[src/rtl/cpu_pkg.sv]
// Shared types and constants for the instruction fetch path.
package cpu_pkg;

    localparam int          INSTR_W  = 16;
    localparam int          PC_W     = 16;
    localparam logic [15:0] RESET_PC = 16'h0000;

    typedef struct packed {
        logic [PC_W-1:0]    pc;
        logic [INSTR_W-1:0] instr;
    } fq_entry_t;

    // PC arithmetic is 16-bit modulo, so FFFE steps to 0000.
    function automatic logic [PC_W-1:0] next_pc(input logic [PC_W-1:0] pc);
        return pc + 16'd2;
    endfunction

endpackage

[src/rtl/fetch_queue_fifo.sv]
// fq_fifo: small synchronous FIFO with async reset; flush wins over push and pop.
module fq_fifo #(
    parameter int DEPTH = 4,
    parameter int W     = 32
) (
    input  logic                   clk,
    input  logic                   reset,
    input  logic                   flush,
    input  logic                   push,
    input  logic [W-1:0]           wdata,
    input  logic                   pop,
    output logic [W-1:0]           rdata,
    output logic [$clog2(DEPTH):0] count
);

    localparam int          AW   = $clog2(DEPTH);
    localparam logic [AW:0] FULL = (AW+1)'(DEPTH);

    logic [W-1:0] mem_q [DEPTH];
    logic [AW:0]  wptr_q, wptr_d;
    logic [AW:0]  rptr_q, rptr_d;
    logic         do_push_s;
    logic         do_pop_s;

    // Pointers are one bit wider than the index so full and empty differ.
    assign count = wptr_q - rptr_q;
    assign rdata = mem_q[rptr_q[AW-1:0]];

    // Pointer next-state with flush priority.
    always_comb begin
        wptr_d    = wptr_q;
        rptr_d    = rptr_q;
        do_push_s = 1'b0;
        do_pop_s  = 1'b0;
        if (flush) begin
            wptr_d = '0;
            rptr_d = '0;
        end else begin
            do_push_s = push & (count != FULL);
            do_pop_s  = pop & (count != '0);
            if (do_push_s) begin
                wptr_d = wptr_q + (AW+1)'(1);
            end else begin
                wptr_d = wptr_q;
            end
            if (do_pop_s) begin
                rptr_d = rptr_q + (AW+1)'(1);
            end else begin
                rptr_d = rptr_q;
            end
        end
    end

    // Pointer registers.
    always_ff @(posedge clk or posedge reset) begin
        if (reset) begin
            wptr_q <= '0;
            rptr_q <= '0;
        end else begin
            wptr_q <= wptr_d;
            rptr_q <= rptr_d;
        end
    end

    // Entry storage; contents are don't-care while empty.
    always_ff @(posedge clk) begin
        if (do_push_s) begin
            mem_q[wptr_q[AW-1:0]] <= wdata;
        end
    end

endmodule

[src/rtl/fetch_queue.sv]
// fetch_queue: PC owner, fetch issue with credit check, in-flight slot and output FIFO.
// Define FETCH_BYPASS_EN to present a return directly to decode when the FIFO is empty.
module fetch_queue
    import cpu_pkg::*;
#(
    parameter int          DEPTH    = 4,
    parameter logic [15:0] PC_RESET = RESET_PC
) (
    input  logic        clk,
    input  logic        reset,
    output logic [14:0] mem_raddr,
    output logic        mem_issue,
    input  logic [15:0] mem_rdata,
    input  logic        redirect,
    input  logic [15:0] redirect_pc,
    input  logic        halt,
    output logic        out_valid,
    input  logic        out_ready,
    output logic [15:0] out_instr,
    output logic [15:0] out_pc
);

    localparam int CW = $clog2(DEPTH) + 1;

    logic [PC_W-1:0] pc_q, pc_d;
    logic [PC_W-1:0] infl_pc_q, infl_pc_d;
    logic            infl_v_q, infl_v_d;
    logic [CW-1:0]   count_s;
    logic [CW:0]     credit_s;
    logic [31:0]     fifo_rdata_s;
    fq_entry_t       head_s;
    fq_entry_t       ret_s;
    logic            ret_v_s;
    logic            fifo_v_s;
    logic            bypass_hit_s;
    logic            push_s;
    logic            pop_s;
    logic            unused_s;

    // Credit ignores a same-cycle pop, so a push can never meet a full FIFO.
    assign credit_s  = {1'b0, count_s} + {{CW{1'b0}}, infl_v_q};
    assign mem_issue = ~reset & ~redirect & ~halt & (credit_s < (CW+1)'(DEPTH));
    assign mem_raddr = pc_q[15:1];
    assign unused_s  = redirect_pc[0];

    assign ret_v_s  = infl_v_q & ~redirect;
    assign ret_s    = '{pc: infl_pc_q, instr: mem_rdata};
    assign fifo_v_s = (count_s != '0);
    assign head_s   = fifo_rdata_s;

`ifdef FETCH_BYPASS_EN
    assign bypass_hit_s = ret_v_s & ~fifo_v_s;
`else
    assign bypass_hit_s = 1'b0;
`endif

    assign push_s = ret_v_s & ~(bypass_hit_s & out_ready);
    assign pop_s  = fifo_v_s & out_ready;

    fq_fifo #(
        .DEPTH (DEPTH),
        .W     ($bits(fq_entry_t))
    ) u_fifo (
        .clk   (clk),
        .reset (reset),
        .flush (redirect),
        .push  (push_s),
        .wdata (ret_s),
        .pop   (pop_s),
        .rdata (fifo_rdata_s),
        .count (count_s)
    );

    // Decode-facing outputs; zero whenever nothing valid is presented.
    always_comb begin
        out_valid = 1'b0;
        out_instr = 16'h0000;
        out_pc    = 16'h0000;
        if (fifo_v_s) begin
            out_valid = 1'b1;
            out_instr = head_s.instr;
            out_pc    = head_s.pc;
        end
`ifdef FETCH_BYPASS_EN
        else if (bypass_hit_s) begin
            out_valid = 1'b1;
            out_instr = mem_rdata;
            out_pc    = infl_pc_q;
        end
`endif
        else begin
            out_valid = 1'b0;
            out_instr = 16'h0000;
            out_pc    = 16'h0000;
        end
    end

    // PC and in-flight next-state; redirect discards the pending return.
    always_comb begin
        pc_d      = pc_q;
        infl_v_d  = infl_v_q;
        infl_pc_d = infl_pc_q;
        if (redirect) begin
            pc_d     = {redirect_pc[15:1], 1'b0};
            infl_v_d = 1'b0;
        end else if (mem_issue) begin
            pc_d      = next_pc(pc_q);
            infl_v_d  = 1'b1;
            infl_pc_d = pc_q;
        end else begin
            infl_v_d = 1'b0;
        end
    end

    // State registers.
    always_ff @(posedge clk or posedge reset) begin
        if (reset) begin
            pc_q      <= PC_RESET;
            infl_v_q  <= 1'b0;
            infl_pc_q <= 16'h0000;
        end else begin
            pc_q      <= pc_d;
            infl_v_q  <= infl_v_d;
            infl_pc_q <= infl_pc_d;
        end
    end

endmodule
[config.mk]
export PLATFORM = sky130hd
export DESIGN_NAME = fetch_queue
export DESIGN_NICKNAME = d
export VERILOG_FILES = /design/src/rtl/cpu_pkg.sv /design/src/rtl/fetch_queue_fifo.sv /design/src/rtl/fetch_queue.sv
export SDC_FILE = /design/constraint.sdc
export NUM_CORES = 1
export LEC_CHECK = 0
export ABC_AREA = 0
export BUFFER_PORTS_ARGS = -buffer_cell sky130_fd_sc_hd__buf_4
export CORE_MARGIN = 5
export CORE_UTILIZATION = 57
export DETAILED_ROUTE_END_ITERATION = 16
export PLACE_DENSITY = 0.79
export SKIP_CTS_REPAIR_TIMING = 1
export SLEW_MARGIN = 20
export SYNTH_ARGS = -nofsm -noshare
export SYNTH_HDL_FRONTEND = slang
export SYNTH_SLANG_ARGS = --single-unit
[constraint.sdc]
create_clock -name clk -period 3.15 [get_ports clk]
set_input_delay 0.1575 -clock clk [delete_from_list [all_inputs] [get_ports clk]]
set_output_delay 0.1575 -clock clk [all_outputs]
set_load 0.02 [all_outputs]
==> metrics.log <==
INFO  metric clock_tree.root_cell = sky130_fd_sc_hd__clkbuf_16
INFO  metric worst-slew-pin-transition = 0.658 ns
INFO  metric worst_skew_pair.late_latency = 0.42 ns
INFO  metric placement.io_buffers = 83
INFO  metric yosysWarnings = 0
INFO  metric syn-mean-instance-area = 17.7 sq um
INFO  metric synth.top_cell.area_share = 0.564
INFO  metric power.total = 6.60 mW
INFO  metric synth.yosys.seq_area_share = 0.704
INFO  metric detail_route.vias_per_cell = 5.73
INFO  metric grt_resource_usage_total = 0.196
INFO  metric num_io_pins = 86
INFO  metric timing.final.max_slew_violations = 0
INFO  metric number_of_sinks_driven_by_the_clock_tree = 161
INFO  metric yosys_register_bits = 161
INFO  metric num_antenna_cells = 0
INFO  metric sum_neg_setup_slack = 0 ns
INFO  metric postLayoutSetupSlackWorst = 0.352 ns
INFO  metric synth.net_count = 417
INFO  metric worst_ep_arrival_time = 2.91 ns
INFO  metric cts.reportedPaths.clkPinSlew = 0.06 ns
INFO  metric ctsHtreeMaxLevel = 4
INFO  metric cap_viol_max_count = 0
INFO  metric area_leader_netlist = sky130_fd_sc_hd__edfxtp_1
INFO  metric detailedPlace.worstSlack = 0.351 ns
INFO  metric cellInternalPower = 4.57 mW
INFO  metric placedCellCount = 591
INFO  metric cpPeakStageDelay = 0.41 ns
INFO  metric finalHoldViolations = 0
INFO  metric first_iter_violations = 276
INFO  metric std_cell_rows = 39
INFO  metric synth.area.top_cells = sky130_fd_sc_hd__edfxtp_1 (56%), sky130_fd_sc_hd__dfrtp_1 (14%), sky130_fd_sc_hd__mux4_2 (11%)
INFO  metric critPathKind = reg2reg
INFO  metric result_of_the_run = completed
INFO  metric synthCells = 372
INFO  metric irDropWorstVdd = 0.000430 V
INFO  metric grt_antenna_before_repair = 0
INFO  metric post_route_cells_drive_above_1_share = 0.345
INFO  metric dp.final_hpwl = 7.84 mm
INFO  metric hold_depth = 3
INFO  metric routed-via-count = 3,699
INFO  metric standard_cell_core_area = 11,400 sq um
INFO  metric min_period_over_period = 0.888
INFO  metric power.clock.fraction = 0.298
INFO  metric drc_errors = 0
INFO  metric netSwitchingPower = 2.03 mW
INFO  metric wire_per_inst = 20.3 microns
INFO  metric grt_first_pass_wirelength = 21.1 mm
INFO  metric cts_inserted_buffers = 17
INFO  metric cts_buffer_depth = 2
INFO  metric floorplan.initialDensity = 0.581
INFO  metric setup_viol_count_final = 0
INFO  metric grt_overflow_total = 0
INFO  metric power.sequential.fraction = 0.418
INFO  metric firstDrtPassIters = 4
INFO  metric final_common_cell = sky130_fd_sc_hd__edfxtp_1
INFO  metric cp-start-kind = flop
INFO  metric power.switching_fraction = 0.308
INFO  metric flow.area_growth_from_synthesis = 24.8%
INFO  metric tritoncts = yes
INFO  metric drtAntennaViolNets = 0
INFO  metric worstReg2RegEnd = u_fifo.mem_q[0][20]$_DFFE_PP_
INFO  metric final-instance-count-excl-fill = 645
INFO  metric endpoint = u_fifo.mem_q[0][20]$_DFFE_PP_
INFO  metric power_density_over_cell_area = 801 nW/um^2
INFO  metric num-fill-cells = 667
INFO  metric dieArea = 13,800 sq um
INFO  metric grt_pass1_vias = 3,926
INFO  metric async_reset_ff_frac = 0.230
INFO  metric worst_r2r_path_depth = 8
INFO  metric timing.critical_path.required = 3.26 ns
INFO  metric maximum_number_of_pins_on_one_net_before_global_route_repair = 34
INFO  metric dominantRegCellSynth = sky130_fd_sc_hd__edfxtp_1
INFO  metric syn-cell-area = 6600 sq um
INFO  metric worst_r2r_start = u_fifo.wptr_q[0]$_DFFE_PP0P_
INFO  metric clock_skew = 0.0124 ns
INFO  metric die-width = 118 microns
INFO  metric ff2ff_setup_slack = 0.35 ns
INFO  metric finish.net_count = 535
INFO  metric mostFrequentLayoutCells = sky130_fd_sc_hd__edfxtp_1 (124), sky130_fd_sc_hd__buf_4 (91), sky130_fd_sc_hd__dfrtp_1 (36)
INFO  metric worst_hold_path_type = in2reg
INFO  metric max_freq = 0.357 GHz
INFO  metric ys_types = 41
INFO  metric drt-total-wl = 13.1 mm
INFO  metric leakage = 3.01 nW
INFO  metric die_height = 118 microns
INFO  metric crit_chain = inv_1 -> ha_1 -> fa_1 -> xnor3_2 -> o21ai_1 -> nor2_1 -> and2_2 -> buf_4
INFO  metric maxSlewHeadroom = 0.561
INFO  metric critical_path.startpoint = u_fifo.wptr_q[0]$_DFFE_PP0P_
INFO  metric number_of_flops_mapped_to_enable_cells_by_yosys = 124
INFO  metric final_critical_delay_including_setup_and_external_delays = 2.80 ns
INFO  metric grt_setup_unrepaired = false
INFO  metric gp_congestion = 0.806
INFO  metric critical_path.slowest_cell = sky130_fd_sc_hd__fa_1
INFO  metric power.share.combinational = 0.283
INFO  metric end_kind = flop
INFO  metric timing.critical_path.fanout_max = 9
[worst max-delay path: cells and delay by family (launching register included)]
family | cells | cell delay (ns)
compound gates | 1 | 0.17
simple gates | 2 | 0.57
xor+xnor | 1 | 0.37
fa+ha+maj | 2 | 0.62
buf+inv | 2 | 0.37
flops | 1 | 0.39
[routing by layer]
layer / up-vias / global-route usage / routed length [microns]
met5: - / 0 / 0
met4: 0 / 0.0667 / 157
met3: 13 / 0.0514 / 646
met2: 115 / 0.326 / 6880
met1: 1897 / 0.251 / 5420
li1: 1674 / - / -
[cells by family (layout without fill, tap and decap cells)]
kind of cell	Yosys count	count (layout)	synth area share
other	1	1	0.000568
buffers and inverters	24	154	0.0172
flip-flops	161	161	0.704
AO/OA/AOI/OAI	28	28	0.0263
XOR/XNOR	11	11	0.0191
multiplexers	49	49	0.136
adder cells (fa/ha/maj)	8	8	0.0163
AND/OR/NAND/NOR	90	90	0.0802
[flip-flops by register name, indices dropped and copies added (netlist names)]
signal / cells
u_fifo.rptr_q: 3
u_fifo.wptr_q: 3
infl_v_q: 1
pc_q: 15
infl_pc_q: 15
u_fifo.mem_q: 124
[Yosys cell counts, types with 3 or more instances]
cell and instances:
sky130_fd_sc_hd__a31oi_1 7, sky130_fd_sc_hd__and2_1 4, sky130_fd_sc_hd__buf_2 4, sky130_fd_sc_hd__clkbuf_1 11, sky130_fd_sc_hd__dfrtp_1 37, sky130_fd_sc_hd__edfxtp_1 124
sky130_fd_sc_hd__ha_1 7, sky130_fd_sc_hd__inv_1 6, sky130_fd_sc_hd__mux2_1 9, sky130_fd_sc_hd__mux2_2 6, sky130_fd_sc_hd__mux2i_1 3, sky130_fd_sc_hd__mux4_2 31
sky130_fd_sc_hd__nand2_1 11, sky130_fd_sc_hd__nand4_1 4, sky130_fd_sc_hd__nor2_1 17, sky130_fd_sc_hd__nor2b_1 31, sky130_fd_sc_hd__o21ai_0 12, sky130_fd_sc_hd__o31a_1 4
sky130_fd_sc_hd__or3_1 5, sky130_fd_sc_hd__xor2_1 8
[power groups by stage]
stage / Sequential [mW] / Clock [mW] / Combinational, mW
floorplan: 2.75 / 0 / 1.14
global placement: 2.77 / 0 / 1.82
detailed placement: 2.80 / 0 / 1.86
CTS: 2.76 / 2.00 / 1.87
global route: 2.79 / 2.11 / 2.02
finish: 2.76 / 1.97 / 1.87
[stage by stage]
step	hold slack [ns]	util	area (sq um)
after CTS	-0.147	0.704	8010
after detailed placement	0.298	0.654	7440
after global routing	0.0124	0.725	8240
final	0.00531	0.725	8240
after floorplan	0.256	-	6600
after global placement	0.358	0.654	7440
[area by class of cell]
| type | instances | area, sq um | share of cell area |
|---|---|---|---|
| tap | 143 | 179 | 0.0217 |
| clock inverter | 13 | 139 | 0.0169 |
| inverter | 6 | 22.5 | 0.00273 |
| multi-input combinational | 187 | 1840 | 0.224 |
| clock buffer | 18 | 429 | 0.0521 |
| timing repair buffer | 117 | 973 | 0.118 |
| sequential | 161 | 4650 | 0.565 |
[how the worst min path moves through the flow]
| stage | end | slack (ns) | start |
|---|---|---|---|
| 6_report | pc_q[10]$_DFFE_PP0P_ | 0.005 | redirect_pc[10] |
| 3_5_place_dp | pc_q[4]$_DFFE_PP0P_ | 0.30 | reset |
| 4_1_cts | pc_q[6]$_DFFE_PP0P_ | -0.15 | reset |
| 5_1_grt | pc_q[10]$_DFFE_PP0P_ | 0.01 | redirect_pc[10] |
| 3_3_place_gp | u_fifo.mem_q[1][8]$_DFFE_PP_ | 0.36 | mem_rdata[8] |
| 2_1_floorplan | u_fifo.mem_q[0][0]$_DFFE_PP_ | 0.26 | mem_rdata[0] |
Note: power is estimated with default switching activity, not from simulation.
